[config.mk]
export PLATFORM = sky130hd
export DESIGN_NAME = alu_arbiter
export DESIGN_NICKNAME = d
export VERILOG_FILES = /design/src/rtl/alu_pkg.sv /design/src/rtl/rr_arb2.sv /design/src/rtl/alu_arbiter.sv
export SDC_FILE = /design/constraint.sdc
export NUM_CORES = 1
export LEC_CHECK = 0
export CORE_ASPECT_RATIO = 1.75
export CORE_MARGIN = 2
export CORE_UTILIZATION = 41
export DETAILED_ROUTE_END_ITERATION = 10
export PLACE_DENSITY = 0.83
export SLEW_MARGIN = 30
export SYNTH_ARGS = -nofsm -noshare
export SYNTH_HDL_FRONTEND = slang
export SYNTH_SLANG_ARGS = --single-unit
[constraint.sdc]
create_clock -name clk -period 3.6 [get_ports clk]
set_input_delay 0.72 -clock clk [delete_from_list [all_inputs] [get_ports clk]]
set_output_delay 0.72 -clock clk [all_outputs]
set_load 0.02 [all_outputs]
[src/rtl/alu_pkg.sv]
// Shared definitions for the ALU arbiter: opcode map, flag bit positions
// and the arbiter state encoding.
package alu_pkg;

  localparam logic [5:0] OP_ADD = 6'd0;
  localparam logic [5:0] OP_SUB = 6'd1;
  localparam logic [5:0] OP_MUL = 6'd2;
  localparam logic [5:0] OP_DIV = 6'd3;
  localparam logic [5:0] OP_MOD = 6'd4;
  localparam logic [5:0] OP_AND = 6'd5;
  localparam logic [5:0] OP_OR  = 6'd6;
  localparam logic [5:0] OP_XOR = 6'd7;
  localparam logic [5:0] OP_NOT = 6'd8;
  localparam logic [5:0] OP_CMP = 6'd9;
  localparam logic [5:0] OP_MOV = 6'd10;
  localparam logic [5:0] OP_RSR = 6'd11;

  // Highest legal opcode (RSR); anything above is answered with an error.
  localparam int unsigned MAX_OPCODE = 11;

  localparam int FL_Z    = 0;
  localparam int FL_N    = 1;
  localparam int FL_C    = 2;
  localparam int FL_V    = 3;
  localparam int FLAGS_W = 4;

  typedef enum logic [1:0] {
    IDLE = 2'd0,
    BUSY = 2'd1,
    RESP = 2'd2
  } arb_state_e;

endpackage

[src/rtl/rr_arb2.sv]
// Two-way round-robin grant, purely combinational.
module rr_arb2 (
  input  logic valid0,
  input  logic valid1,
  input  logic last_grant,
  output logic grant_any,
  output logic grant_idx
);

  assign grant_any = valid0 | valid1;
  // On a tie the requester that did not win last time goes next.
  assign grant_idx = valid1 & (~valid0 | ~last_grant);

endmodule

[src/rtl/alu_arbiter.sv]
// Shares one ALU between two requesters: round-robin accept, operand latch,
// ALU handshake with timeout, and a one-cycle response to the winner.
module alu_arbiter
  import alu_pkg::*;
#(
  parameter int unsigned DATA_W         = 16,
  parameter int unsigned OPC_W          = 6,
  parameter int unsigned MAX_OPCODE     = alu_pkg::MAX_OPCODE,
  parameter int unsigned TIMEOUT_CYCLES = 16
) (
  input  logic              clk,
  input  logic              rst_b,

  input  logic              req0_valid,
  input  logic [OPC_W-1:0]  req0_opcode,
  input  logic [DATA_W-1:0] req0_a,
  input  logic [DATA_W-1:0] req0_b,
  output logic              req0_ready,

  input  logic              req1_valid,
  input  logic [OPC_W-1:0]  req1_opcode,
  input  logic [DATA_W-1:0] req1_a,
  input  logic [DATA_W-1:0] req1_b,
  output logic              req1_ready,

  output logic              rsp0_valid,
  output logic              rsp1_valid,
  output logic [DATA_W-1:0] rsp_result,
  output logic [3:0]        rsp_flags,
  output logic              rsp_err,

  output logic              alu_enable,
  output logic [OPC_W-1:0]  alu_opcode,
  output logic [DATA_W-1:0] alu_term1,
  output logic [DATA_W-1:0] alu_term2,
  input  logic [DATA_W-1:0] alu_result,
  input  logic [3:0]        alu_flags,
  input  logic              alu_done
);

  localparam int CNT_W = (TIMEOUT_CYCLES > 1) ? $clog2(TIMEOUT_CYCLES) : 1;

  arb_state_e          state_q, state_d;
  logic                grant_q, grant_d;
  logic                last_grant_q, last_grant_d;
  logic [OPC_W-1:0]    opc_q, opc_d;
  logic [DATA_W-1:0]   a_q, a_d;
  logic [DATA_W-1:0]   b_q, b_d;
  logic [CNT_W-1:0]    cnt_q, cnt_d;
  logic [DATA_W-1:0]   rsp_result_q, rsp_result_d;
  logic [FLAGS_W-1:0]  rsp_flags_q, rsp_flags_d;
  logic                rsp_err_q, rsp_err_d;
  logic                alu_enable_q, alu_enable_d;

  logic                arb_any, arb_idx;
  logic [OPC_W-1:0]    win_opc;
  logic [DATA_W-1:0]   win_a, win_b;

  rr_arb2 u_rr_arb2 (
    .valid0     (req0_valid),
    .valid1     (req1_valid),
    .last_grant (last_grant_q),
    .grant_any  (arb_any),
    .grant_idx  (arb_idx)
  );

  assign win_opc = arb_idx ? req1_opcode : req0_opcode;
  assign win_a   = arb_idx ? req1_a      : req0_a;
  assign win_b   = arb_idx ? req1_b      : req0_b;

  // Acceptance is a same-cycle decode; gating with rst_b keeps it low while
  // the block is held in reset even if a requester is already valid.
  assign req0_ready = rst_b && (state_q == IDLE) && arb_any && !arb_idx;
  assign req1_ready = rst_b && (state_q == IDLE) && arb_any &&  arb_idx;
  assign rsp0_valid = (state_q == RESP) && !grant_q;
  assign rsp1_valid = (state_q == RESP) &&  grant_q;

  assign rsp_result = rsp_result_q;
  assign rsp_flags  = rsp_flags_q;
  assign rsp_err    = rsp_err_q;
  assign alu_enable = alu_enable_q;
  assign alu_opcode = opc_q;
  assign alu_term1  = a_q;
  assign alu_term2  = b_q;

  // NOTE: every variable gets its hold value first so no path leaves one
  // unassigned; that is what keeps this block free of inferred latches.
  always_comb begin
    state_d      = state_q;
    grant_d      = grant_q;
    last_grant_d = last_grant_q;
    opc_d        = opc_q;
    a_d          = a_q;
    b_d          = b_q;
    cnt_d        = cnt_q;
    rsp_result_d = rsp_result_q;
    rsp_flags_d  = rsp_flags_q;
    rsp_err_d    = rsp_err_q;

    case (state_q)
      IDLE: begin
        if (arb_any) begin
          grant_d = arb_idx;
          opc_d   = win_opc;
          a_d     = win_a;
          b_d     = win_b;
          cnt_d   = '0;
          if (win_opc > OPC_W'(MAX_OPCODE)) begin
            rsp_result_d = '0;
            rsp_flags_d  = '0;
            rsp_err_d    = 1'b1;
            state_d      = RESP;
          end else begin
            state_d = BUSY;
          end
        end
      end
      BUSY: begin
        // A done arriving in the last allowed cycle still counts as success.
        if (alu_done) begin
          rsp_result_d = alu_result;
          rsp_flags_d  = alu_flags;
          rsp_err_d    = 1'b0;
          cnt_d        = '0;
          state_d      = RESP;
        end else if (cnt_q == CNT_W'(TIMEOUT_CYCLES - 1)) begin
          rsp_result_d = '0;
          rsp_flags_d  = '0;
          rsp_err_d    = 1'b1;
          cnt_d        = '0;
          state_d      = RESP;
        end else begin
          cnt_d = cnt_q + CNT_W'(1);
        end
      end
      RESP: begin
        last_grant_d = grant_q;
        state_d      = IDLE;
      end
      default: state_d = IDLE;
    endcase

    alu_enable_d = (state_d == BUSY);
  end

  // NOTE: state uses non-blocking assignments so every flop samples the
  // pre-edge value of the others, independent of statement order.
  always_ff @(posedge clk or negedge rst_b) begin
    if (!rst_b) begin
      state_q      <= IDLE;
      grant_q      <= 1'b0;
      last_grant_q <= 1'b1;
      opc_q        <= '0;
      a_q          <= '0;
      b_q          <= '0;
      cnt_q        <= '0;
      rsp_result_q <= '0;
      rsp_flags_q  <= '0;
      rsp_err_q    <= 1'b0;
      alu_enable_q <= 1'b0;
    end else begin
      state_q      <= state_d;
      grant_q      <= grant_d;
      last_grant_q <= last_grant_d;
      opc_q        <= opc_d;
      a_q          <= a_d;
      b_q          <= b_d;
      cnt_q        <= cnt_d;
      rsp_result_q <= rsp_result_d;
      rsp_flags_q  <= rsp_flags_d;
      rsp_err_q    <= rsp_err_d;
      alu_enable_q <= alu_enable_d;
    end
  end

endmodule
==> results.toml, run 1 <==
[synth]
syn_area_um2 = 2930
synth.top_cells.by_area = "dfrtp_1, mux2i_1, o21ai_0, a22o_1, nand2_1"
ys_types = 30
synthCells = 261
synth_seq_cells = 68
synth-seq-area-share_pct = 58.1
yosys.area.top_type = "dfrtp_1"
synth_nets = 363
syn_area_per_cell_um2 = 11.2
synth_top_area_share_pct = 57.2
yosys_warnings = 0

[clock_tree]
clk_pin_slew_ns = 0.05
cts_setup_buffers = 0
ctsHoldBuffers = 0
clk_latency_ns = 0.32
cts_tree = "yes"
h-tree-depth = 3
cts-root-buf = "clkbuf_16"
cts_made_buffers = 9
ctsLongestPathBuffers = 2
ctsResizeCount = 0
numClockSinks = 68

[placement]
port_buffers = 164
gp_congestion = 0.768
hpwlAfterDp_um = 6120

[power]
ir_worst_vdd_mv = 0.360
p_per_area_nw_per_um2 = 730
leakagePower_uw = 0.00217
power_uw = 3630

[die]
die_h_um = 116
die-area_um2 = 7870
start_util_pct = 42.4
ios = 165
coreArea_um2 = 6910
placementRows = 40
die-width_um = 67.9

[global_route]
grt_pass1_vias = 2769
antenna_found_initial = 0
track_usage_pct = 22.5
overflow = 0
grt_pass1_wl_um = 13000
grt_max_degree = 81

[routing]
vias_per_cell = 5.08
dr.first_iter.drc_count = 154
vias = 2605
firstDrtPassIters = 4
drt_wl_total_um = 8360
drc_errors = 0
wl_per_cell_um = 16.3
final_antenna_net_count = 0

[critical_path]
path_buf_inv = 2
worst_ep_required_time_ns = 2.88
crit_family = "buffers and inverters"
arrival_ns = 2.30
crit_top_cell = "clkdlybuf4s50_1"
crit_slowest_cell = "clkdlybuf4s50_1"
max_stage_delay_ns = 0.61
worstPathMaxFanout = 4
path_class = "in2out"
endpoint_kind = "output port"
worstPathCellList = "clkdlybuf4s50_1, a21boi_4, and3_1, clkdlybuf4s50_1"
crit_path_start_kind = "input pin"

[finish]
fillers = 507
mostFrequentLayoutCells = "clkdlybuf4s50_1, dfrtp_1, o21ai_0"
drive_gt1_share_pct = 5.59
area_growth_pct = 69.4
layout_commonest_cell = "clkdlybuf4s50_1"
layout.nets = 527
final-seq-area_um2 = 1700
diodes = 0
multi_input_area_um2 = 1150

[min_path]
hold_path.class = "in2async"

[timing]
fin_crit_sh_pct = 84.0
fin_tns_setup_ns = 0
rsz0062_at_grt = "false"
clock_skew_ns = 0.00642
drv_slew = 0
max-slew-margin-rel_pct = 49.8
finalSetupViolCount = 0
max_freq_mhz = 331
worstMarginPinSlew_ns = 0.754
min_period_ns = 3.02
hold_viol_final = 0

[flow_run]
cap_violations = 0

[run_status]
status = "finished clean"
## cell families (layout without fill, tap and decap cells)
logic type	Yosys count	after routing	synth area share, %
multiplexers	40	40	13.7
buffers and inverters	22	190	3.29
AO/OA/AOI/OAI	77	77	16.9
XOR/XNOR	1	1	0.299
AND/OR/NAND/NOR	52	52	7.38
adder cells (fa/ha/maj)	1	1	0.427
flip-flops	68	68	58.1
## registers in the layout, summed over array words and instances, names as in the netlist
register      count
alu_term2        16
cnt_q             4
rsp_result       16
last_grant_q      1
state_q           2
alu_term1        16
alu_opcode        6
grant_q           1
rsp_flags         4
rsp_err           1
alu_enable        1
## synthesized netlist by cell type
library cell  number
and3_1             1
a21oi_2            1
nor2b_1            1
xnor2_1            1
mux2i_1           40
o21ai_1            1
nand2_1           41
nand2b_1           2
nor2_1             4
and2_0             1
o32ai_1            2
o21a_1             1
a21oi_1            3
buf_4              2
a22o_1            20
buf_2              5
clkbuf_1          10
nand4b_1           1
nor3b_1            1
dfrtp_1           67
o21ai_0           42
a311o_1            1
a21o_1             1
dfstp_2            1
a31oi_1            1
inv_1              5
a21boi_1           1
ha_1               1
a311oi_1           1
a211oi_1           2
## where the power goes
| part | internal, uW | total, uW | switching (uW) |
|---|---|---|---|
| Clock | 589 | 884 | 295 |
| Sequential | 1040 | 1200 | 158 |
| Combinational | 732 | 1540 | 811 |
| Total | 2360 | 3630 | 1260 |
## metrics by stage
stage                     hold WS, ns  util (%)  std cells  setup slack [ns]  cell area (um^2)
final                           0.262      71.9        513             0.577              4970
after global routing            0.268      71.9        513             0.525              4970
after CTS                       0.259      71.9        513             0.579              4970
after detailed placement        0.470      67.5        498             0.531              4660
after global placement          0.460      67.5        498             0.607              4660
after floorplan                 0.424         -        261              1.16              2930
## per-layer routing
metal / part of all wire (%) / global-route usage (%)
met1: 34 / 22.3
met5: 0 / 0
met4: 3.6 / 11.2
met3: 5.7 / 6.50
met2: 57 / 41.0
## worst paths after layout
kind | startpoint | to | slack [ns] | cells past startpoint
min in group clk | alu_term1[6] | alu_term1[6] | 0.48 | 2
worst max register to register | last_grant_q | rsp_result[2] | 1.51 | 6
worst min-delay path | rst_b | alu_term1[0] | 0.26 | 1
worst max-delay path | req1_valid | req1_ready | 0.58 | 4
max in group asynchronous | rst_b | alu_enable | 2.31 | 2
worst min register to register | alu_term1[6] | alu_term1[6] | 0.48 | 2
## area by class of cell
cell class	count	share of cell area, %
sequential	68	34.3
clock inverter	1	0.605
multi-input combinational	171	23.2
tap	84	2.12
timing repair buffer	170	33.9
inverter	5	0.378
clock buffer	14	5.52
Power figures use the tool's default switching activity.
==> run 2: changes to the inputs <==
--- a/config.mk
+++ b/config.mk
@@ -7,9 +7,9 @@
 export LEC_CHECK = 0
 export CORE_ASPECT_RATIO = 1.75
 export CORE_MARGIN = 2
-export CORE_UTILIZATION = 41
+export CORE_UTILIZATION = 35
 export DETAILED_ROUTE_END_ITERATION = 10
-export PLACE_DENSITY = 0.83
+export PLACE_DENSITY = 0.75
 export SLEW_MARGIN = 30
 export SYNTH_ARGS = -nofsm -noshare
 export SYNTH_HDL_FRONTEND = slang
==> constraint.sdc (replaced) <==
create_clock -name clk -period 2.7 [get_ports clk]
set_input_delay 0.54 -clock clk [delete_from_list [all_inputs] [get_ports clk]]
set_output_delay 0.54 -clock clk [all_outputs]
set_load 0.02 [all_outputs]
==> results.toml, run 2 (synthesis gave the netlist of run 1 again) <==
[finish]
area_growth_pct = 68.6
layout_commonest_cell = "clkdlybuf4s50_1"
drive_gt1_share_pct = 5.10
final_cell_area_um2 = 4940
fillers = 698
diodes = 0
layout.nets = 528
final_util_pct = 60.3
mostFrequentLayoutCells = "clkdlybuf4s50_1, dfrtp_1, o21ai_0"

[flow_run]
cap_violations = 0

[critical_path]
path_class = "in2out"
worstPathMaxFanout = 5
crit_path_start_kind = "input pin"
worst_ep_required_time_ns = 2.16
arrival_ns = 1.91
reg2reg_depth = 5
endpoint_kind = "output port"

[timing]
clock_skew_ns = 0.00481
fin_tns_setup_ns = 0
min_period_ns = 2.45
timing.hold.ws_ns = 0.222
fin_ws_ns = 0.252
drv_slew = 0
hold_viol_final = 0
fin_crit_sh_pct = 90.7
rsz0062_at_grt = "false"
finalSetupViolCount = 0
worstMarginPinSlew_ns = 0.680
max-slew-margin-rel_pct = 54.7
max_freq_mhz = 408

[global_route]
grt_pass1_vias = 2703
track_usage_pct = 18.7
grt_pass1_wl_um = 13000
antenna_found_initial = 0
overflow = 0
grt_max_degree = 81

[die]
start_util_pct = 35.7
coreArea_um2 = 8200
ios = 165
die-area_um2 = 9150
die_h_um = 125
die-width_um = 73.2
placementRows = 44

[power]
seq_power_share_pct = 34.1
swShare_pct = 35.5
p_per_area_nw_per_um2 = 946
ir_worst_vdd_mv = 0.470
p_int_uw = 3010
leakagePower_uw = 0.00217
switching_power_uw = 1660
clkPwrFrac_pct = 22.2
p_comb_share_pct = 43.7

[routing]
wl_per_cell_um = 15.5
final_antenna_net_count = 0
firstDrtPassIters = 4
drc_errors = 0
drt_wl_total_um = 8090
vias_per_cell = 4.94
vias = 2584
dr.first_iter.drc_count = 143

[clock_tree]
cts-root-buf = "clkbuf_16"
h-tree-depth = 3
cts_tree = "yes"
numClockSinks = 68
cts_made_buffers = 9
clk_latency_ns = 0.33
ctsHoldBuffers = 0
ctsLongestPathBuffers = 2
clk_pin_slew_ns = 0.05

[placement]
gp_congestion = 0.793
dpl_cell_area_um2 = 4680
hpwlAfterDp_um = 6210
pre_cts_slack_ns = -0.0227
port_buffers = 164

[run_status]
status = "finished clean"

[min_path]
hold_path.class = "in2async"
run 2: power groups by stage:
| stage | combinational, uW | clock, uW | sequential (uW) |
|---|---|---|---|
| 2_1_floorplan | 605 | 0 | 2010 |
| 3_3_place_gp | 2040 | 0 | 1600 |
| 3_5_place_dp | 2080 | 0 | 1610 |
| 4_1_cts | 2080 | 1060 | 1600 |
| 5_1_grt | 2210 | 1110 | 1640 |
| 6_report | 2040 | 1040 | 1590 |
run 2: final timing paths:
kind	startpoint	to	slack [ns]
min	rst_b	alu_term2[14]	0.22
min reg2reg	alu_term2[12]	alu_term2[12]	0.48
min in group clk	alu_term2[12]	alu_term2[12]	0.48
max reg2reg	state_q[1]	cnt_q[3]	0.99
max in group asynchronous	rst_b	grant_q	1.82
max	req1_valid	req1_ready	0.25
run 2: worst max-delay path, cell delays in order:
cell and delay [ns]:
clkdlybuf4s50_1 0.56, a21boi_4 0.26, and3_1 0.17, dlygate4sd2_1 0.37
run 2: metal layers:
metal	part of all wire (%)	global-route usage (%)	vias to the layer above
met1	35	18.8	1220
li1	-	-	1254
met4	4.6	13.4	0
met3	4.7	4.11	24
met5	0	0	-
met2	55	32.5	86
run 2: stage by stage:
stage / std cells / total power [uW]
after floorplan: 261 / 2610
after global placement: 507 / 3640
after detailed placement: 507 / 3690
after CTS: 523 / 4740
after global routing: 523 / 4950
final: 523 / 4680
run 2: timing repair:
action,CTS,global route
setup endpoints to repair,1,1
gates resized for setup,1,1
pin swaps,0,0
setup buffers,0,0
run 2: cell type report:
cell class,instances,area [um^2],area share (%)
clock buffers,16,262,5.29
inverters,5,18.8,0.380
multi-input cells,171,1150,23.4
flip-flops and latches,68,1700,34.4
well taps,92,115,2.33
repair buffers,171,1690,34.2
==> run 3: changes to the inputs <==
--- a/config.mk
+++ b/config.mk
@@ -5,12 +5,15 @@
 export SDC_FILE = /design/constraint.sdc
 export NUM_CORES = 1
 export LEC_CHECK = 0
+export ABC_AREA = 1
 export CORE_ASPECT_RATIO = 1.75
 export CORE_MARGIN = 2
 export CORE_UTILIZATION = 35
 export DETAILED_ROUTE_END_ITERATION = 10
-export PLACE_DENSITY = 0.75
+export GPL_TIMING_DRIVEN = 0
+export PLACE_DENSITY = 0.74
 export SLEW_MARGIN = 30
 export SYNTH_ARGS = -nofsm -noshare
 export SYNTH_HDL_FRONTEND = slang
+export SYNTH_HIERARCHICAL = 1
 export SYNTH_SLANG_ARGS = --single-unit
==> results.toml, run 3 <==
[run_status]
status = "finished clean"

[critical_path]
r2r_end = "alu_term1[5]"
arrival_ns = 2.05
rr_startpoint = "state_q[1]"
path_class = "in2out"
worstPathCellList = "clkdlybuf4s50_1, or2_1, nand2_1, inv_4, nand2_1, nor2_1, dlygate4sd2_1"
crit_path_start_kind = "input pin"
reg2reg_depth = 6
crit_cells = 7
rrSetupSlack_ns = 1.03
crit_family = "buffers and inverters"
endpoint_kind = "output port"
worst_ep_required_time_ns = 2.16
crit_top_cell = "nand2_1"
path_buf_inv = 3
max_stage_delay_ns = 0.53
worstPathMaxFanout = 16
crit_slowest_cell = "clkdlybuf4s50_1"

[global_route]
antenna_found_initial = 0
track_usage_pct = 20.1
overflow = 0
grt_max_degree = 46
grt_pass1_vias = 3163
grt_pass1_wl_um = 14600

[finish]
fillers = 754
final_cells = 655
layout_commonest_cell = "clkdlybuf4s50_1"
diodes = 0
mostFrequentLayoutCells = "clkdlybuf4s50_1, nand2_1, dfrtp_1"
layout.nets = 636
drive_gt1_share_pct = 10.6
area_growth_pct = 68.7
final_util_pct = 60.0

[min_path]
hold_path.class = "in2async"

[routing]
wl_met3_um = 628
vias_per_cell = 4.67
dr.first_iter.drc_count = 101
final_antenna_net_count = 0
highest_layer = "met4"
met1Wirelength_um = 3440
drt_wl_total_um = 9150
wl_met2_um = 4800
firstDrtPassIters = 4
drc_errors = 0
vias = 3058
wl_per_cell_um = 14.0

[synth]
synthCells = 360
yosys.area.top_type = "dfrtp_1"
yosys_warnings = 6
ys_types = 25
syn_area_per_cell_um2 = 8.52
synth_edf_count = 0
synth_top_area_share_pct = 54.7
syn_area_um2 = 3070
synth_common_cells = "nand2_1, dfrtp_1, nor2_1"
synth_most_common_cell = "nand2_1"
synth.top_cells.by_area = "dfrtp_1, nand2_1, a31oi_1, nor2_1, nand2_2"
synth-seq-area-share_pct = 55.6
async_reset_ff_share_pct = 100
synth_seq_cells = 68
synth-main-ff-cell = "dfrtp_1"
synth_nets = 462

[timing]
max-slew-margin-rel_pct = 68.4
fin_ws_ns = 0.112
drv_slew = 0
fin_crit_sh_pct = 95.9
hold_viol_final = 0
max_freq_mhz = 386
finalSetupViolCount = 0
rsz0062_at_grt = "false"
clock_skew_ns = 0.00607
fin_tns_setup_ns = 0
worstMarginPinSlew_ns = 0.473
min_period_ns = 2.59

[clock_tree]
cts_made_buffers = 9
ctsLongestPathBuffers = 2
cts-root-buf = "clkbuf_16"
h-tree-depth = 3
clk_pin_slew_ns = 0.05
cts_setup_buffers = 0
numClockSinks = 68
cts_tree = "yes"
clk_latency_ns = 0.32

[placement]
gp_congestion = 0.760
pre_cts_slack_ns = -0.910
dp.cells = 642
port_buffers = 164
hpwlAfterDp_um = 6930

[die]
start_util_pct = 35.6
placementRows = 45
die-width_um = 74.7
die_h_um = 128
die-area_um2 = 9550
ios = 165
coreArea_um2 = 8610

[power]
ir_worst_vdd_mv = 0.572
p_per_area_nw_per_um2 = 1060
leakagePower_uw = 0.00232

[flow_run]
cap_violations = 0
[run 3: cell type report]
class	instances	area (um^2)	area share [%]
inverters	12	47.5	0.920
clock buffers	13	250	4.84
clock inverters	2	35.0	0.678
multi-input cells	260	1210	23.4
plain buffers	18	116	2.25
well taps	117	146	2.83
flip-flops and latches	68	1700	32.9
repair buffers	165	1660	32.2
[run 3: worst max-delay path by stage]
stage                          start          to  slack (ns)
after floorplan           req1_valid  req1_ready        0.46
after global placement         rst_b  req0_ready       -2.31
after detailed placement  req1_valid  req1_ready       -0.91
after CTS                 req0_valid  req1_ready        0.02
after global routing      req0_valid  req1_ready       0.004
final                     req0_valid  req1_ready        0.11
[run 3: logic make-up (layout without fill, tap and decap cells)]
| logic type | after synthesis | in the layout | synth area share [%] |
|---|---|---|---|
| buf+inv | 32 | 210 | 5.43 |
| compound gates | 45 | 45 | 8.90 |
| flops | 68 | 68 | 55.6 |
| fa+ha+maj | 1 | 1 | 0.408 |
| xor+xnor | 2 | 2 | 0.572 |
| simple gates | 212 | 212 | 29.1 |
[run 3: what timing repair did]
action,4_1_cts,5_1_grt
gates resized for setup,5,1
hold endpoints to repair,0,0
setup endpoints to repair,2,1
pin swaps,0,0
hold buffers,0,0
[run 3: where the power goes]
group | internal, uW | switching [uW]
logic | 1200 | 1450
clock network | 734 | 405
registers | 1440 | 232
[run 3: metrics by stage]
step / hold slack (ns) / power (uW) / area, um^2
after global routing: 0.142 / 5790 / 5170
final: 0.121 / 5460 / 5170
after CTS: 0.127 / 5530 / 5170
after detailed placement: 0.465 / 4360 / 4880
after floorplan: 0.244 / 3090 / 3070
after global placement: 0.456 / 4310 / 4850
[run 3: layer usage]
metal | global-route usage (%) | up-vias
li1 | - | 1494
met1 | 21.4 | 1424
met2 | 35.1 | 121
met3 | 5.19 | 19
met4 | 10.7 | 0
met5 | 0 | -
[run 3: worst reg2reg max path, stage by stage, from the launching register on]
cell	delay (ns)
dfrtp_1	0.39
nor2_1	0.23
nand2_1	0.16
inv_4	0.18
buf_4	0.21
buf_2	0.24
a31oi_1	0.12
